===== src/rtl/muldiv_pkg.sv =====
// Shared types and constants for the sequential multiply/divide unit.
package muldiv_pkg;

  // Operation encoding as presented on opE.
  typedef enum logic [1:0] {
    OpMult  = 2'b00,
    OpMultu = 2'b01,
    OpDiv   = 2'b10,
    OpDivu  = 2'b11
  } opT;

  typedef enum logic [1:0] {
    StIdle = 2'b00,
    StPrep = 2'b01,
    StCalc = 2'b10,
    StFix  = 2'b11
  } stateT;

  // Number of CALC iterations (one result bit per cycle).
  localparam int unsigned ITER = 32;

  // Magnitude of a 32-bit value; only signed ops take the absolute value.
  function automatic logic [31:0] absVal(input logic [31:0] v, input logic signedOp);
    return (signedOp && v[31]) ? (~v + 32'd1) : v;
  endfunction

endpackage


===== src/rtl/muldiv_if.sv =====
// Execute-stage <-> multiply/divide unit signal bundle.
interface muldiv_if;

  logic        startE;
  logic [1:0]  opE;
  logic [31:0] srcaE;
  logic [31:0] srcbE;
  logic        cancel;
  logic        wehi;
  logic        welo;
  logic [31:0] wdata;
  logic [31:0] hi;
  logic [31:0] lo;
  logic        busy;
  logic        done;
  logic        divz;

  modport master (
    output startE, opE, srcaE, srcbE, cancel, wehi, welo, wdata,
    input  hi, lo, busy, done, divz
  );

  modport slave (
    input  startE, opE, srcaE, srcbE, cancel, wehi, welo, wdata,
    output hi, lo, busy, done, divz
  );

endinterface


===== src/rtl/muldiv_step.sv =====
// One radix-2 iteration on the 64-bit working register.
// Multiply: work = {partial, multiplier}; add opnd to the top half when bit 0 is set, shift right.
// Divide:   work = {remainder, dividend}; shift left, subtract opnd if it fits, shift in the bit.
module muldiv_step (
  input  logic        isDiv,
  input  logic [63:0] work,
  input  logic [31:0] opnd,
  output logic [63:0] workNext
);

  logic [32:0] sum;
  logic [32:0] sh;
  logic        fits;
  logic [31:0] remSub;

  assign sum    = {1'b0, work[63:32]} + (work[0] ? {1'b0, opnd} : 33'd0);
  assign sh     = {work[63:32], work[31]};
  assign fits   = (sh >= {1'b0, opnd});
  // The true difference is below 2^32 whenever it fits, so 32 bits suffice.
  assign remSub = sh[31:0] - opnd;

  // Select the add-shift or subtract-shift result by op class.
  always_comb begin
    workNext = {sum, work[31:1]};
    if (isDiv) begin
      workNext = fits ? {remSub, work[30:0], 1'b1} : {sh[31:0], work[30:0], 1'b0};
    end
  end

endmodule


===== src/rtl/muldiv_seq.sv =====
// Sequential 32x32 multiply / 32/32 divide unit with architectural HI/LO.
// IDLE -> PREP (magnitudes, signs) -> CALC (32 iterations) -> FIX (sign fix, commit) -> IDLE.
module muldiv_seq
  import muldiv_pkg::*;
(
  input  logic     clk,
  input  logic     reset,
  muldiv_if.slave  bus
);

  stateT       stateQ, stateD;
  opT          opQ;
  logic [31:0] srcaQ, srcbQ, opndQ;
  logic [63:0] workQ, workStep;
  logic [5:0]  cntQ;
  logic        negResQ, negRemQ;
  logic [31:0] hiQ, loQ;
  logic        doneQ, divzQ;

  logic        startOk, isDiv, isSigned, divZero;
  logic [63:0] prod;
  logic [31:0] quo, rem, fixHi, fixLo;

  assign startOk  = bus.startE && !bus.cancel;
  assign isDiv    = (opQ == OpDiv) || (opQ == OpDivu);
  assign isSigned = (opQ == OpMult) || (opQ == OpDiv);
  assign divZero  = isDiv && (srcbQ == 32'd0);

  muldiv_step uStep (
    .isDiv    (isDiv),
    .work     (workQ),
    .opnd     (opndQ),
    .workNext (workStep)
  );

  // State register.
  always_ff @(posedge clk or posedge reset) begin
    if (reset) stateQ <= StIdle;
    else       stateQ <= stateD;
  end

  // Next-state logic; cancel aborts from any busy state.
  always_comb begin
    stateD = stateQ;
    case (stateQ)
      StIdle:  if (startOk) stateD = StPrep;
      StPrep:  stateD = bus.cancel ? StIdle : StCalc;
      StCalc: begin
        if (bus.cancel)                   stateD = StIdle;
        else if (cntQ == 6'(ITER - 1))    stateD = StFix;
      end
      StFix:   stateD = StIdle;
      default: stateD = StIdle;
    endcase
  end

  // Sign correction of the magnitude result; divide-by-zero bypasses it.
  always_comb begin
    prod  = negResQ ? (~workQ + 64'd1) : workQ;
    quo   = negResQ ? (~workQ[31:0] + 32'd1) : workQ[31:0];
    rem   = negRemQ ? (~workQ[63:32] + 32'd1) : workQ[63:32];
    fixHi = prod[63:32];
    fixLo = prod[31:0];
    if (divZero) begin
      fixHi = srcaQ;
      fixLo = 32'hFFFF_FFFF;
    end else if (isDiv) begin
      fixHi = rem;
      fixLo = quo;
    end
  end

  // Datapath, HI/LO and the registered done/divz pulses.
  always_ff @(posedge clk or posedge reset) begin
    if (reset) begin
      opQ     <= OpMult;
      srcaQ   <= '0;
      srcbQ   <= '0;
      opndQ   <= '0;
      workQ   <= '0;
      cntQ    <= '0;
      negResQ <= 1'b0;
      negRemQ <= 1'b0;
      hiQ     <= '0;
      loQ     <= '0;
      doneQ   <= 1'b0;
      divzQ   <= 1'b0;
    end else begin
      doneQ <= 1'b0;
      divzQ <= 1'b0;
      case (stateQ)
        StIdle: begin
          if (bus.wehi) hiQ <= bus.wdata;
          if (bus.welo) loQ <= bus.wdata;
          if (startOk) begin
            opQ   <= opT'(bus.opE);
            srcaQ <= bus.srcaE;
            srcbQ <= bus.srcbE;
          end
        end
        StPrep: begin
          cntQ    <= '0;
          negResQ <= isSigned && (srcaQ[31] ^ srcbQ[31]);
          negRemQ <= isSigned && srcaQ[31];
          workQ   <= {32'd0, isDiv ? absVal(srcaQ, isSigned) : absVal(srcbQ, isSigned)};
          opndQ   <= isDiv ? absVal(srcbQ, isSigned) : absVal(srcaQ, isSigned);
        end
        StCalc: begin
          workQ <= workStep;
          cntQ  <= cntQ + 6'd1;
        end
        StFix: begin
          if (!bus.cancel) begin
            hiQ   <= fixHi;
            loQ   <= fixLo;
            doneQ <= 1'b1;
            divzQ <= divZero;
          end
        end
        default: ;
      endcase
    end
  end

  assign bus.hi   = hiQ;
  assign bus.lo   = loQ;
  assign bus.busy = (stateQ != StIdle);
  assign bus.done = doneQ;
  assign bus.divz = divzQ;

endmodule


===== src/flat_wrapper.sv =====
// flat-port wrapper written by rule: the top's interface ports become plain ports
module muldiv_seq_flat import muldiv_pkg::*;
  (clk, reset, bus_startE, bus_opE, bus_srcaE, bus_srcbE, bus_cancel, bus_wehi, bus_welo, bus_wdata, bus_hi, bus_lo, bus_busy, bus_done, bus_divz);
  muldiv_if bus_i ();
  input  logic clk;
  input  logic reset;
  input wire logic [$bits(bus_i.startE)-1:0] bus_startE;
  input wire logic [$bits(bus_i.opE)-1:0] bus_opE;
  input wire logic [$bits(bus_i.srcaE)-1:0] bus_srcaE;
  input wire logic [$bits(bus_i.srcbE)-1:0] bus_srcbE;
  input wire logic [$bits(bus_i.cancel)-1:0] bus_cancel;
  input wire logic [$bits(bus_i.wehi)-1:0] bus_wehi;
  input wire logic [$bits(bus_i.welo)-1:0] bus_welo;
  input wire logic [$bits(bus_i.wdata)-1:0] bus_wdata;
  output wire logic [$bits(bus_i.hi)-1:0] bus_hi;
  output wire logic [$bits(bus_i.lo)-1:0] bus_lo;
  output wire logic [$bits(bus_i.busy)-1:0] bus_busy;
  output wire logic [$bits(bus_i.done)-1:0] bus_done;
  output wire logic [$bits(bus_i.divz)-1:0] bus_divz;
  assign bus_i.startE = bus_startE;
  assign bus_i.opE = bus_opE;
  assign bus_i.srcaE = bus_srcaE;
  assign bus_i.srcbE = bus_srcbE;
  assign bus_i.cancel = bus_cancel;
  assign bus_i.wehi = bus_wehi;
  assign bus_i.welo = bus_welo;
  assign bus_i.wdata = bus_wdata;
  assign bus_hi = bus_i.hi;
  assign bus_lo = bus_i.lo;
  assign bus_busy = bus_i.busy;
  assign bus_done = bus_i.done;
  assign bus_divz = bus_i.divz;
  muldiv_seq u_core (.clk(clk), .reset(reset), .bus(bus_i));
endmodule

===== config.mk =====
export PLATFORM = sky130hd
export DESIGN_NAME = muldiv_seq_flat
export DESIGN_NICKNAME = d
export VERILOG_FILES = /design/src/rtl/muldiv_pkg.sv /design/src/rtl/muldiv_if.sv /design/src/rtl/muldiv_step.sv /design/src/rtl/muldiv_seq.sv /design/src/flat_wrapper.sv
export SDC_FILE = /design/constraint.sdc
export NUM_CORES = 1
export LEC_CHECK = 0
export CAP_MARGIN = 20
export CORE_MARGIN = 2
export CORE_UTILIZATION = 35
export DETAILED_ROUTE_END_ITERATION = 8
export SLEW_MARGIN = 5
export SYNTH_ARGS = -nofsm -noshare
export SYNTH_HDL_FRONTEND = slang
export SYNTH_SLANG_ARGS = --single-unit

===== constraint.sdc =====
create_clock -name clk -period 10.85 [get_ports clk]
set_input_delay 2.17 -clock clk [delete_from_list [all_inputs] [get_ports clk]]
set_output_delay 2.17 -clock clk [all_outputs]
set_load 0.01 [all_outputs]

======== Yosys cells after proc, flatten, opt, wreduce, memory -nomap -nowiden ========
Index checks and enable logic that the tools add are counted.
W data, S select, Z words.
operators by class
  add/subtract/negate cells ............... 8
  $lt $le $gt $ge ......................... 1
  equality and inequality tests ........... 11
  mux-type cells .......................... 31
  bitwise gates (word level) .............. 6
  reductions and logical operators ........ 18
operators by type and width
  kind                     number
  $mux W32                 15
  $mux W64                 3
  $add A32 B1 Y32 const B  4
  $not A32 Y32             4
  $pmux W32 S2             2
  $pmux W64 S2             1
  $add A64 B1 Y64 const B  1
  $not A64 Y64             1
  $add A32 B33 Y33         1
  $ge A33 B32 Y1           1
  $logic_not A32 Y1        1
  $sub A32 B32 Y32         1
  $pmux W6 S2              1
  $eq A2 B2 Y1 const B     4
  $mux W2                  4
  $pmux W2 S4              1
  $add A6 B1 Y6 const B    1
  $eq A6 B5 Y1 const B     1
  $ne A2 B2 Y1 const B     3
  $reduce_and A3 Y1        2
  $reduce_bool A2 Y1       3
  $logic_and A1 B1 Y1      5
  $logic_not A2 Y1         2
  $mux W1                  4
  7 further kinds          9
word-level totals
  bits in registers ....................... 238
  logic and storage cells ................. 88

======== Longest topological paths before layout ========
  word-level depth ........................ 7
  gate-level depth with buffers ........... 15

======== By module ========
A second synthesis with hierarchy kept.
second synthesis, totals
  cell total of the unflattened synthesis .. 2,032
  area total of the unflattened synthesis .. 17,978.5 um^2
modules (own cells, without submodules)
  module       instances  cells an instance  area an instance (um^2)  seq. area each (um^2)
  muldiv_seq   1          1,361              13,280.2                 5,955.7
  muldiv_step  1          671                4,698.3                  0.0

======== Least setup slack after synthesis ========
OpenSTA, ideal clock, no wires.
  path kind ............................... input to register
  start point ............................. input bus_cancel
  end point ............................... register u_core.opQ[0]
  setup time .............................. 125 ps
  arrival time ............................ 3,416 ps
  slack ................................... 7,310 ps
  stages on the path ...................... 5
  path through ............................ nand2b_1 or2_1 clkbuf_1 clkbuf_1 mux2_2
on the way
  word-level cells in the longest chain between the ends .. 3
ends and longest elaborated chain
  element                      line                source
  start, declared              flat_wrapper.sv:11  input wire logic [$bits(bus_i.cancel)-1:0] bus_cancel;
  $logic_not A1 Y1             n/a
  $logic_and A1 B1 Y1          muldiv_seq.sv:24    assign startOk = bus.startE && !bus.cancel;
  $reduce_and A2 Y1 (no line)  n/a
  end signal, assigned         muldiv_seq.sv:76    opQ <= OpMult;
  end signal, assigned         muldiv_seq.sv:96    opQ <= opT'(bus.opE);
  end, declared                muldiv_seq.sv:12    opT opQ;
Every way passes these cells.
A chain may end at the register's enable or synchronous reset.

======== Worst setup path after layout ========
  start point ............................. register u_core.stateQ[0]
  end point ............................... output bus_busy
on the way
  word-level cells in the longest chain between the ends .. 1
ends and longest elaborated chain
  element                 line                source
  start, declared         muldiv_seq.sv:11    stateT stateQ, stateD;
  start signal, assigned  muldiv_seq.sv:38    if (reset) stateQ <= StIdle;
  start signal, assigned  muldiv_seq.sv:39    else stateQ <= stateD;
  $reduce_bool A2 Y1      muldiv_seq.sv:127   assign bus.busy = (stateQ != StIdle);
  end, declared           flat_wrapper.sv:17  output wire logic [$bits(bus_i.busy)-1:0] bus_busy;
Every way passes these cells.

==> impl_summary.log <==
[metrics] share of total power in sequential cells: 0.264
[metrics] share of the synthesized area in the top cell type: 0.332
[metrics] Synthesized Nets: 2247
[metrics] internal power contribution: 0.00364 W
[metrics] overall power after layout: 0.00709 W
[metrics] Max Clock Freq: 232 MHz
[metrics] antenna-violating nets left: 0
[metrics] worst-case hold slack: 0.476 ns
[metrics] Cell Chain, Critical Path: inv_1, ha_2, inv_1, clkdlybuf4s50_1
[metrics] leakage power: 8.79 nW
[metrics] Layout fillers: 4979
[metrics] Synth-to-Final Area Change: 18.1%
[metrics] H-tree Lvls: 1
[metrics] leading area contributor after synthesis: dfrtp_1
[metrics] area taken by flip-flops and latches: 5960 sq um
[metrics] outcome: finished, final reports clean
[metrics] Worst Skew: 0.0120 ns
[metrics] die width: 230 um
[metrics] VDD IR max: 142 uV
[metrics] DP Wirelength: 47400 um
[metrics] post-route cell area: 21200 sq um
[metrics] net count of the finished layout: 2355
[metrics] vias per cell: 5.74
[metrics] leftover overflow at the end of global routing: 0
[metrics] critical path startpoint category: flip-flop
[metrics] number of top-level design ports: 171
[metrics] number of maximum-capacitance violations: 0
[metrics] post-cts hold buffer count: 0
[metrics] count of clock tree sinks: 238
[metrics] vias in the first global route: 15900
[metrics] DRC violation total after the first TritonRoute iteration: 1629
[metrics] library cell with the highest instance count after synthesis: nor2_1
[metrics] clock buffers created by TritonCTS: 28
[metrics] Worst Setup End Kind: primary output
[metrics] most instantiated flip-flop cell in the synthesis netlist: dfrtp_1
[metrics] worst-skew pair later-pin latency: 0.57 ns
[metrics] Clk network pwr share: 0.140
[metrics] Post-Place Cell Area: 20200 sq um
[metrics] number of cells produced by synthesis: 2068
[metrics] Max-Slew Margin vs Limit: 0.347
[metrics] post-CTS repair timing setup buffer count: 0
[metrics] net load switching power: 0.00344 W
[metrics] iteration count of the initial detailed-routing pass: 5
[metrics] arrival time of data at the critical path endpoint: 2.14 ns
[metrics] setup repair after global routing missed its margin: false
[metrics] highest cell delay on the worst timing path: 0.60 ns
[metrics] core area: 50400 sq um
[metrics] routed length per placed instance: 21.9 um
[metrics] global router's overall resource usage: 0.231
[metrics] Worst Hold Class: reg2reg
[metrics] total DRC errors in the routed layout: 0
[metrics] switching share of power: 0.486
[metrics] Data required, critical path: 8.68 ns
[metrics] Multi-input gate area: 11300 sq um
[metrics] total count of max-transition violations in the final report: 0
[metrics] share of total power in combinational logic: 0.596
[metrics] most numerous cell types in the synthesized netlist: nor2_1, dfrtp_1, nand2_1
[metrics] sequential fraction of the synthesis area: 0.332
[metrics] Power Density: 334 nW/um^2
[metrics] fraction of synthesis flops using an asynchronous set or reset pin: 1.00
[metrics] biggest area contributors in the synthesized netlist: dfrtp_1, nor2_1, mux2_2
[metrics] Total Wirelength: 62800 um
[metrics] Yosys reg bits: 238
[metrics] smallest setup slack after layout: 6.54 ns
[metrics] initial antenna violation count: 0
[metrics] die span in y: 230 um
[metrics] placer congestion estimate: 0.973
[metrics] final hold violations: 0
[metrics] post-route minimum period: 4.31 ns
[metrics] clock-pin slew on the worst setup and hold paths: 0.06 ns
[metrics] slowest library cell on the worst path: clkdlybuf4s50_1
[metrics] placement-stage worst setup slack: 6.56 ns
[metrics] Initial Utilization: 0.356
[metrics] Row Count: 82
[metrics] number of distinct library cell variants in the gate-level netlist after synthesis: 93
[metrics] post_cts resized: 0
[metrics] clock root cell: clkbuf_16
[metrics] count of inserted antenna diode cells: 0
[metrics] Mean Syn Cell Area: 8.68 sq um
[metrics] TNS Setup: 0 ns
[metrics] largest buffer count on any clock path: 3
[metrics] most used cell along the critical path: inv_1
[metrics] area of the mapped netlist: 17900 sq um
[metrics] actual transition at the worst max-transition pin: 0.974 ns
[metrics] fraction of the cycle the final worst path needs: 0.397
[metrics] area of the die: 53100 sq um
[metrics] number of setup violations in the final report: 0
[metrics] path type of the worst setup path: reg2out
[metrics] Ys Warns: 0
[metrics] via count: 16500
[metrics] number of flops mapped to enable cells by yosys: 0
[metrics] proportion of layout cells with a drive suffix above 1: 0.111
[metrics] wire length of the first global-routing pass: 95900 um
[metrics] number of buffers added on ports: 170
[metrics] CTS tree: yes
[metrics] pin count of the biggest net entering global routing: 136
[metrics] worst-path fanout max: 5
[power groups by stage]
stage,clock network [W],logic [W],registers (W)
final,0.000995,0.00422,0.00187
after global routing,0.00105,0.00458,0.00191
after CTS,0.00101,0.00416,0.00184
after detailed placement,0,0.00414,0.00186
after global placement,0,0.00406,0.00184
after floorplan,0,0.00290,0.00167
[per-stage QoR]
stage	utilization	instances
6_report	0.421	2870
4_1_cts	0.421	2870
3_5_place_dp	0.402	2818
2_1_floorplan	-	2068
5_1_grt	0.421	2870
3_3_place_gp	0.402	2818
[final timing paths]
| path | start | to | slack, ns | depth (start not counted) |
|---|---|---|---|---|
| setup / recovery | u_core.stateQ[0] | bus_busy | 6.54 | 4 |
| hold / removal | u_core.bus.lo[0] | u_core.bus.lo[0] | 0.48 | 2 |
| min in group asynchronous | reset | u_core.bus.hi[13] | 2.12 | 2 |
| hold reg to reg | u_core.bus.lo[0] | u_core.bus.lo[0] | 0.48 | 2 |
| max in group asynchronous | reset | u_core.opQ[1] | 7.40 | 3 |
| setup reg to reg | u_core.workQ[0] | u_core.workQ[63] | 6.81 | 13 |
[cell families (layout without fill, tap and decap cells)]
group / after synthesis / in the layout / synth area share
muxes: 177 / 177 / 0.127
AOI/OAI and AO/OA: 549 / 549 / 0.190
adders and majority gates: 75 / 75 / 0.0531
buffers and inverters: 196 / 326 / 0.0434
xor gates and xnor gates: 167 / 167 / 0.0815
and+or+nand+nor: 666 / 666 / 0.173
DFF: 238 / 238 / 0.332
[layer usage]
layer	wire [um]	vias up	global-route usage
li1	-	7616	-
met1	27800	7966	0.331
met2	27100	786	0.353
met3	5840	100	0.0431
met4	2120	0	0.0708
met5	0	-	0
[critical path, delay by kind of cell (launching register included)]
family	cells	cell delay, ns
adder cells (fa/ha/maj)	1	0.21
buffers and inverters	3	0.92
flip-flops	1	0.44
[flip-flops by register name (all words and copies together) (netlist names), 2 cells and up]
register,flops
u_core.workQ,64
u_core.bus.hi,32
u_core.bus.lo,32
u_core.opndQ,32
u_core.srcaQ,32
u_core.srcbQ,32
u_core.cntQ,6
u_core.opQ,2
u_core.stateQ,2
[placed cells by master, fill, tap and decap left out, drive strengths merged, types with 7 or more instances in the layout]
cell type      count
nor3b              7
a21o              25
a311oi             9
and2              10
or2               12
a211oi            12
buf               21
mux2              87
o21a               8
nor2b             17
xnor2             97
nor4              15
nand2            193
nand3             31
ha                73
nor3              28
nand2b            16
and3               9
xor2              70
o211ai            28
or4               14
nor2             276
mux2i             59
o22ai             44
o21ai            177
or3               13
clkbuf            35
inv               82
o41ai             13
nand4             11
o31ai             22
clkinv            10
a31oi             23
a21oi            141
mux4              31
clkdlybuf4s50    170
dfrtp            238
[layout make-up]
type | instances | share of cell area
Clock inverter | 17 | 0.00956
Timing Repair Buffer | 191 | 0.0883
Tap cell | 672 | 0.0397
Clock buffer | 35 | 0.0358
Inverter | 83 | 0.0151
Multi-Input combinational cell | 1634 | 0.531
Sequential cell | 238 | 0.281
Note: power is estimated with default switching activity, not from simulation.
